`src/rtl/divide.sv`:
```
// divide: 32-bit signed sequential divider with 32-step restoring core, p = {remainder, quotient}
//   ports: clock, clear (async active-high), start, x (dividend), y (divisor),
//          p[63:32] remainder / p[31:0] quotient, busy, done (1-cycle pulse), dz (divide-by-zero)
module divide (
  input  logic        clock,
  input  logic        clear,
  input  logic        start,
  input  logic [31:0] x,
  input  logic [31:0] y,
  output logic [63:0] p,
  output logic        busy,
  output logic        done,
  output logic        dz
);
  typedef enum logic [1:0] {IDLE, CALC, FIX, DONE} state_t;
  state_t state_q, state_d;
  logic [32:0] r_q, r_d;
  logic [31:0] a_q, a_d, b_q, b_d;
  logic [4:0] cnt_q, cnt_d;
  logic qs_q, qs_d, rs_q, rs_d, dz_q, dz_d;
  logic [63:0] p_q, p_d;
  logic accept, y_zero;
  logic [31:0] ax, ay, q_fix, r_fix;
  logic [32:0] sh, diff;
  always_ff @(posedge clock or posedge clear) begin
    if (clear) begin
      state_q <= IDLE;
      r_q <= '0;
      a_q <= '0;
      b_q <= '0;
      cnt_q <= '0;
      qs_q <= 1'b0;
      rs_q <= 1'b0;
      p_q <= '0;
      dz_q <= 1'b0;
    end else begin
      state_q <= state_d;
      r_q <= r_d;
      a_q <= a_d;
      b_q <= b_d;
      cnt_q <= cnt_d;
      qs_q <= qs_d;
      rs_q <= rs_d;
      p_q <= p_d;
      dz_q <= dz_d;
    end
  end
  assign accept = start && (state_q == IDLE || state_q == DONE);
  assign y_zero = (y == 32'd0);
  always_comb begin
    state_d = state_q;
    case (state_q)
      IDLE, DONE: state_d = !start ? IDLE : (y_zero ? DONE : CALC);
      CALC:       state_d = (cnt_q == 5'd31) ? FIX : CALC;
      default:    state_d = DONE;
    endcase
  end
  // magnitudes stay unsigned so 0x80000000 survives negation
  assign ax = x[31] ? -x : x;
  assign ay = y[31] ? -y : y;
  // a_q holds the dividend bits still to be shifted in and collects quotient bits from the right
  assign sh = {r_q[31:0], a_q[31]};
  assign diff = sh - {1'b0, b_q};
  assign q_fix = qs_q ? -a_q : a_q;
  assign r_fix = rs_q ? -r_q[31:0] : r_q[31:0];
  always_comb begin
    r_d = r_q;
    a_d = a_q;
    b_d = b_q;
    cnt_d = cnt_q;
    qs_d = qs_q;
    rs_d = rs_q;
    p_d = p_q;
    dz_d = dz_q;
    if (accept && y_zero) begin
      p_d = {x, 32'hFFFF_FFFF};
      dz_d = 1'b1;
    end else if (accept) begin
      r_d = '0;
      a_d = ax;
      b_d = ay;
      cnt_d = '0;
      qs_d = x[31] ^ y[31];
      rs_d = x[31];
    end else if (state_q == CALC) begin
      r_d = diff[32] ? sh : diff;
      a_d = {a_q[30:0], ~diff[32]};
      cnt_d = cnt_q + 5'd1;
    end else if (state_q == FIX) begin
      p_d = {r_fix, q_fix};
      dz_d = 1'b0;
    end
  end
  always_comb begin
    busy = (state_q == CALC) || (state_q == FIX);
    done = (state_q == DONE);
    p = p_q;
    dz = dz_q;
  end
endmodule

```
`config.mk`:
```
export PLATFORM = sky130hd
export DESIGN_NAME = divide
export DESIGN_NICKNAME = d
export VERILOG_FILES = /design/src/rtl/divide.sv
export SDC_FILE = /design/constraint.sdc
export NUM_CORES = 1
export LEC_CHECK = 0
export BUFFER_PORTS_ARGS = -buffer_cell sky130_fd_sc_hd__buf_4
export CAP_MARGIN = 20
export CORE_UTILIZATION = 60
export DETAILED_ROUTE_END_ITERATION = 6
export PLACE_DENSITY = 0.82
export SETUP_SLACK_MARGIN = 0.02
export SYNTH_ARGS = -nofsm -noshare
export SYNTH_HDL_FRONTEND = slang
export SYNTH_SLANG_ARGS = --single-unit
export TNS_END_PERCENT = 50
```
`constraint.sdc`:
```
create_clock -name clock -period 10.5 [get_ports clock]
set_input_delay 0.525 -clock clock [delete_from_list [all_inputs] [get_ports clock]]
set_output_delay 0.525 -clock clock [all_outputs]
set_load 0.005 [all_outputs]
```
==> results of run 1 <==
==> final cells by class <==
type                    instances  share of cell area
well taps                     234             0.02241
repair buffers                146             0.08389
multi-input cells            1037              0.5098
clock buffers                  17             0.03256
inverters                      49             0.01446
flip-flops and latches        170              0.3256
clock inverters                15             0.01130
==> cell families (layout without fill, tap and decap cells) <==
family          count (synthesis)  in the layout
flops                         170            170
simple gates                  396            396
fa+ha+maj                      42             42
xor+xnor                      136            136
mux                            29             29
compound gates                434            434
buf+inv                       127            227
==> cell usage in the layout (no fill, tap or decap), types with 5 or more instances in the layout <==
cell type	n
a22oi_1	14
a21o_1	22
dfrtp_1	170
and3_1	13
mux2i_1	29
inv_1	48
nand2b_1	9
nor4_1	5
nand4_1	6
o21a_1	5
inv_6	8
clkbuf_16	17
o211ai_1	7
nor2_1	76
o21ai_0	184
a21oi_1	76
xnor2_1	50
o41ai_1	19
o31ai_1	34
buf_4	145
a31oi_1	11
o21ai_1	5
or3_1	24
nor2b_1	10
nor3_1	18
nand2_1	157
ha_1	41
xor2_1	86
and2_1	6
a32oi_1	6
a221o_1	16
or4_1	22
a211oi_1	5
nand3_1	28
==> Yosys cell counts, drive strengths merged, types with 4 or more instances <==
cell type  number  area share
dfrtp         170        0.37
nand2         158       0.052
inv            49       0.016
ha             41       0.045
clkbuf         60       0.020
o21ai         189       0.083
xnor2          50       0.038
a211oi          5      0.0033
and2            6      0.0033
nor3           19      0.0093
nor4            6      0.0046
a21oi          76       0.033
mux2i          29       0.025
nand3          28       0.012
and3           13      0.0071
buf            18      0.0088
a31oi          11      0.0060
a22oi          14      0.0092
or3            25       0.014
nand2b          9      0.0049
a21o           22       0.014
o41ai          20       0.016
nor3b           4      0.0026
or2             5      0.0027
o21a            5      0.0033
or4            23       0.015
nor2b          10      0.0055
a32oi           6      0.0046
nand4           6      0.0033
xor2           86       0.066
o31ai          36       0.025
o31a            4      0.0031
o211ai          7      0.0046
a311oi          4      0.0031
a221o          16       0.014
nor2           78       0.027
==> worst max-delay path by stage <==
stage	depth (start not counted)	startpoint	slack (ns)	to
after floorplan	1	clear	5.37	a_q[0]
after global placement	11	y[2]	6.34	p[47]
after global routing	10	r_q[4]	6.01	r_q[25]
after CTS	10	r_q[4]	6.37	r_q[11]
final	10	r_q[4]	6.28	r_q[11]
after detailed placement	11	y[2]	6.27	p[47]
==> power by group <==
group	total [uW]	internal, uW	switching, uW
Clock	612	317	295
Combinational	2410	1020	1390
Sequential	1130	872	263
==> critical path, stage by stage, from the launching register on <==
cell,delay [ns]
dfrtp_1,0.47
ha_1,0.41
a21oi_1,0.21
nor3b_1,0.30
a211oi_1,0.17
nor3b_1,0.67
a211oi_1,0.31
o31ai_2,0.58
and3_1,0.66
o31a_1,0.22
o21ai_0,0.07
==> metal layers <==
metal	share of wire	wire [um]	up-vias
li1	-	-	4986
met1	0.42	12180	4879
met2	0.48	14000	361
met3	0.063	1829	59
met4	0.034	974	0
met5	0	0	-
==> registers in the layout, indices dropped and copies added, names as in the netlist, 2 cells and up <==
register and count:
cnt_q 5, p 64, b_q 32, r_q 32, state_q 2, a_q 32
==> through the flow <==
step | total power [uW] | setup slack, ns
6_report | 4154 | 6.282
5_1_grt | 4502 | 6.007
4_1_cts | 4137 | 6.366
3_5_place_dp | 3504 | 6.268
3_3_place_gp | 3422 | 6.337
2_1_floorplan | 2975 | 5.372
==> impl_metrics.json, run 1 <==
{
  "run_status": "finished clean",
  "synth_async_sr_flop_share": 1.000,
  "grt_pass1_vias": 9388,
  "synth_flop_cell": "dfrtp_1",
  "drt-initial-drc-count": 615,
  "end_kind": "register",
  "routed_wl_mm": 28.98,
  "synthesis.nets": 1443,
  "slew_violations": 0,
  "synth_compound_area_frac": 0.2368,
  "reg2reg_from": "r_q[4]",
  "required_ns": 10.80,
  "skew_ns": 0.01113,
  "ir_worst_vdd_mv": 0.1969,
  "drtAntennaViolNets": 0,
  "worstSetupPathType": "register to register",
  "hp-class": "input pin to async pin",
  "initial_core_util": 0.6120,
  "synth.distinct_cells": 66,
  "synth_area_per_cell_um2": 8.553,
  "ios": 134,
  "clkTransAtPathRegs_ns": 0.07,
  "slew_headroom": 0.3721,
  "core_um2": 18640,
  "grt_use_met3": 0.04410,
  "synth.area.mux_share": 0.02544,
  "vias": 10290,
  "synth_seq_cells": 170,
  "setup_viol": 0,
  "synth_edf_count": 0,
  "cts_tree": "built",
  "grtUsageMet2": 0.5045,
  "nets": 1530,
  "chipWidth_um": 139.9,
  "final_cells": 1668,
  "antenna_found_initial": 0,
  "grt_first_pass_wirelength_mm": 47.30,
  "yosys_warnings": 0,
  "via_per_inst": 6.166,
  "path_max_fanout": 13,
  "design_area_um2": 13070,
  "p_leak_uw": 0.005891,
  "regArea_um2": 4254,
  "root_buffer": "clkbuf_16",
  "top_usage_layer": "met2",
  "fillers": 1516,
  "cts_made_buffers": 17,
  "cts.sinks": 170,
  "antenna_cells": 0,
  "synthSimpleGateAreaFrac": 0.1690,
  "area_growth_pct": 14.51,
  "postCtsSetupBuffers": 0,
  "cts_resized": 0,
  "period_share": 0.4017,
  "max_freq_ghz": 0.2371,
  "dpl_cell_area_um2": 12480,
  "wl_per_cell_um": 17.38,
  "drive_gt1_frac": 0.1381,
  "gp_congestion": 0.9065,
  "grt_overflow": 0,
  "netlist_area_um2": 11410,
  "start_kind": "register",
  "firstDrtPassIters": 5,
  "port_buffers": 133,
  "rr_worst_depth": 10,
  "drc": 0,
  "num_rows": 50,
  "synth_adder_area_share": 0.04672,
  "hold_viol": 0,
  "die_height_um": 139.9,
  "ctsHtreeMaxLevel": 4,
  "grt_use_met1": 0.3972,
  "clk_latency_ns": 0.44,
  "fin_util": 0.7008,
  "rrSetupSlack_ns": 6.28,
  "maxCapViolations": 0,
  "rsz0062_at_grt": "no",
  "placedCellCount": 1635,
  "powerDensity_nw_per_um2": 317.9,
  "cts_buffer_depth": 2,
  "tns_ns": 0,
  "synth_top_family_by_area": "compound AO/OA/AOI/OAI gates",
  "multi_input_area_um2": 6660,
  "grt_max_degree": 95,
  "synth_xor_area_frac": 0.1044,
  "ys_seq_area_frac": 0.3728,
  "reg2reg_to": "r_q[11]",
  "synthCells": 1334,
  "grt_use_total": 0.3037,
  "tightest_slew_ns": 0.9418,
  "ctsHoldBuffers": 0,
  "cp.arrival_ns": 4.52,
  "dp_hpwl_mm": 21.21,
  "die_area_um2": 19570,
  "whs_ns": 0.2354,
  "finalCriticalPeriod_ns": 4.218
}
Power figures use the tool's default switching activity.
==> run 2: changes to the inputs <==
--- a/config.mk
+++ b/config.mk
@@ -5,11 +5,12 @@
 export SDC_FILE = /design/constraint.sdc
 export NUM_CORES = 1
 export LEC_CHECK = 0
+export ABC_AREA = 1
 export BUFFER_PORTS_ARGS = -buffer_cell sky130_fd_sc_hd__buf_4
 export CAP_MARGIN = 20
 export CORE_UTILIZATION = 60
 export DETAILED_ROUTE_END_ITERATION = 6
-export PLACE_DENSITY = 0.82
+export PLACE_DENSITY = 0.81
 export SETUP_SLACK_MARGIN = 0.02
 export SYNTH_ARGS = -nofsm -noshare
 export SYNTH_HDL_FRONTEND = slang
==> constraint.sdc (replaced) <==
create_clock -name clock -period 4.3 [get_ports clock]
set_input_delay 0.215 -clock clock [delete_from_list [all_inputs] [get_ports clock]]
set_output_delay 0.215 -clock clock [all_outputs]
set_load 0.005 [all_outputs]
==> run 2 against run 1 <==
Effect of this change:
- the run now ends with negative hold slack left
- global-route usage grew 8.4 points
- sequential cell count did not move
- power rose to 3.2 times the previous value
- highest routed layer unchanged
==> impl_metrics.json, run 2 <==
{
  "path_max_fanout": 42,
  "dp_hpwl_mm": 34.81,
  "routed_wl_mm": 44.71,
  "tightest_slew_ns": 1.083,
  "die_area_um2": 23060,
  "grt_use_total": 0.3881,
  "worstSetupPathType": "register to register",
  "initial_core_util": 0.6156,
  "dpl_cell_area_um2": 14540,
  "drc": 0,
  "drt-initial-drc-count": 1486,
  "synth_async_sr_flop_share": 1.000,
  "synth_top_area_frac": 0.3157,
  "violations": "negative hold slack",
  "place_worst_setup_slack_ns": 1.228,
  "port_buffers": 133,
  "powerDensity_nw_per_um2": 885.3,
  "grt_max_degree": 171,
  "skew_ns": 0.01731,
  "grt_first_pass_wirelength_mm": 70.76,
  "power_uw": 13390,
  "synth.distinct_cells": 48,
  "via_per_inst": 5.809,
  "postCtsSetupBuffers": 0,
  "maxCapViolations": 0,
  "wl_per_cell_um": 17.94,
  "cts.sinks": 170,
  "synth_most_common_cell": "nand2_1",
  "synth_seq_cells": 170,
  "synth_edf_count": 0,
  "synth_flop_cell": "dfrtp_1",
  "cts_resized": 0,
  "required_ns": 4.65,
  "ir_worst_vdd_mv": 0.6139,
  "ios": 134,
  "finalCriticalPeriod_ns": 3.184,
  "end_kind": "register",
  "synth_largest_area_cell": "dfrtp_1",
  "final_common_cell": "nand2_1",
  "netlist_top_cells_count": "nand2_1, inv_1, nand3_1, dfrtp_1, nor2_1",
  "firstDrtPassIters": 6,
  "clk_latency_ns": 0.44,
  "p_leak_uw": 0.007942,
  "cts_made_buffers": 17,
  "drive_gt1_frac": 0.09810,
  "synthCells": 2106,
  "nets": 2308,
  "grt_overflow": 0,
  "grt_pass1_vias": 13530,
  "hp-class": "input pin to async pin",
  "design_area_um2": 15120,
  "root_buffer": "clkbuf_16",
  "slew_violations": 0,
  "yosys_warnings": 0,
  "cp.arrival_ns": 3.54,
  "slew_headroom": 0.2779,
  "antenna_found_initial": 0,
  "core_um2": 21890,
  "area_growth_pct": 12.20,
  "hold_viol": 22,
  "setup_viol": 0,
  "netlist_area_um2": 13480,
  "synth_area_leaders": "dfrtp_1, nand2_1, inv_1",
  "cts_buffer_depth": 2,
  "largest_register_ffs": 64,
  "run_status": "finished, violations left",
  "max_freq_ghz": 0.3141,
  "period_share": 0.7404,
  "num_rows": 54,
  "tns_ns": 0,
  "antenna_cells": 0,
  "die_height_um": 151.9,
  "synth_area_per_cell_um2": 6.399,
  "fillers": 1909,
  "rsz0062_at_grt": "no",
  "finalWorstSetupSlack_ns": 1.116,
  "cts_tree": "built",
  "start_kind": "register",
  "gp_congestion": 1.039,
  "whs_ns": -0.09847,
  "ys_seq_area_frac": 0.3157,
  "chipWidth_um": 151.9,
  "clkTransAtPathRegs_ns": 0.08,
  "layout_common_cells": "nand2_1, inv_1, nand3_1, dfrtp_1, nor2_1",
  "ctsHoldBuffers": 0,
  "ctsHtreeMaxLevel": 4,
  "synthesis.nets": 2215,
  "fin_util": 0.6907,
  "drtAntennaViolNets": 0,
  "rr_worst_depth": 10,
  "vias": 14480
}
-- run 2: cell type report --
type / instances / area (um^2) / area share
Timing Repair Buffer: 143 / 1094 / 0.07232
Tap cell: 280 / 350.3 / 0.02317
Inverter: 326 / 1227 / 0.08117
Clock buffer: 18 / 439.2 / 0.02904
Multi-Input combinational cell: 1541 / 7626 / 0.5043
Clock inverter: 14 / 130.1 / 0.008606
Sequential cell: 170 / 4254 / 0.2813
-- run 2: path summary, 6_finish.rpt --
kind / startpoint / end / slack [ns]
worst max-delay path: state_q[0] / a_q[23] / 1.12
worst min-delay path: clear / dz / -0.1
worst max register to register: state_q[0] / a_q[23] / 1.12
worst min register to register: b_q[2] / b_q[2] / 0.49
max in group asynchronous: clear / a_q[10] / 3.48
min in group clock: x[15] / p[47] / 0.06
-- run 2: layer usage --
metal  part of all wire  GRT usage  wire [um]
met1               0.39     0.4791      17400
met3              0.086    0.06332       3850
met4              0.064     0.2495       2849
met5                  0          0          0
met2               0.46     0.6316      20610
-- run 2: metrics by stage --
step,hold slack [ns],cells
floorplan,0.3479,2106
global placement,0.4567,2459
detailed placement,0.4664,2459
CTS,0.05657,2491
global route,0.05966,2492
finish,-0.09847,2492
-- run 2: worst max-delay path, stage by stage, from the launching register on --
cell      delay (ns)
dfrtp_1         0.40
inv_1           0.07
ha_1            0.33
nand2_2         0.35
inv_2           0.32
nor2_4          0.74
inv_1           0.16
nand2_1         0.11
buf_4           0.34
o211ai_1        0.16
o21ai_0         0.10
-- run 2: kinds of logic (layout without fill, tap and decap cells) --
family,after synthesis,after routing,share of synthesized area
flops,170,170,0.3157
xor+xnor,56,56,0.03639
buf+inv,395,501,0.1187
simple gates,1162,1162,0.3687
fa+ha+maj,42,42,0.03955
compound gates,281,281,0.1211
-- run 2: power breakdown --
group | internal (uW) | switching [uW] | total [uW]
logic | 3020 | 5620 | 8650
clock network | 781 | 743 | 1520
registers | 2410 | 801 | 3210
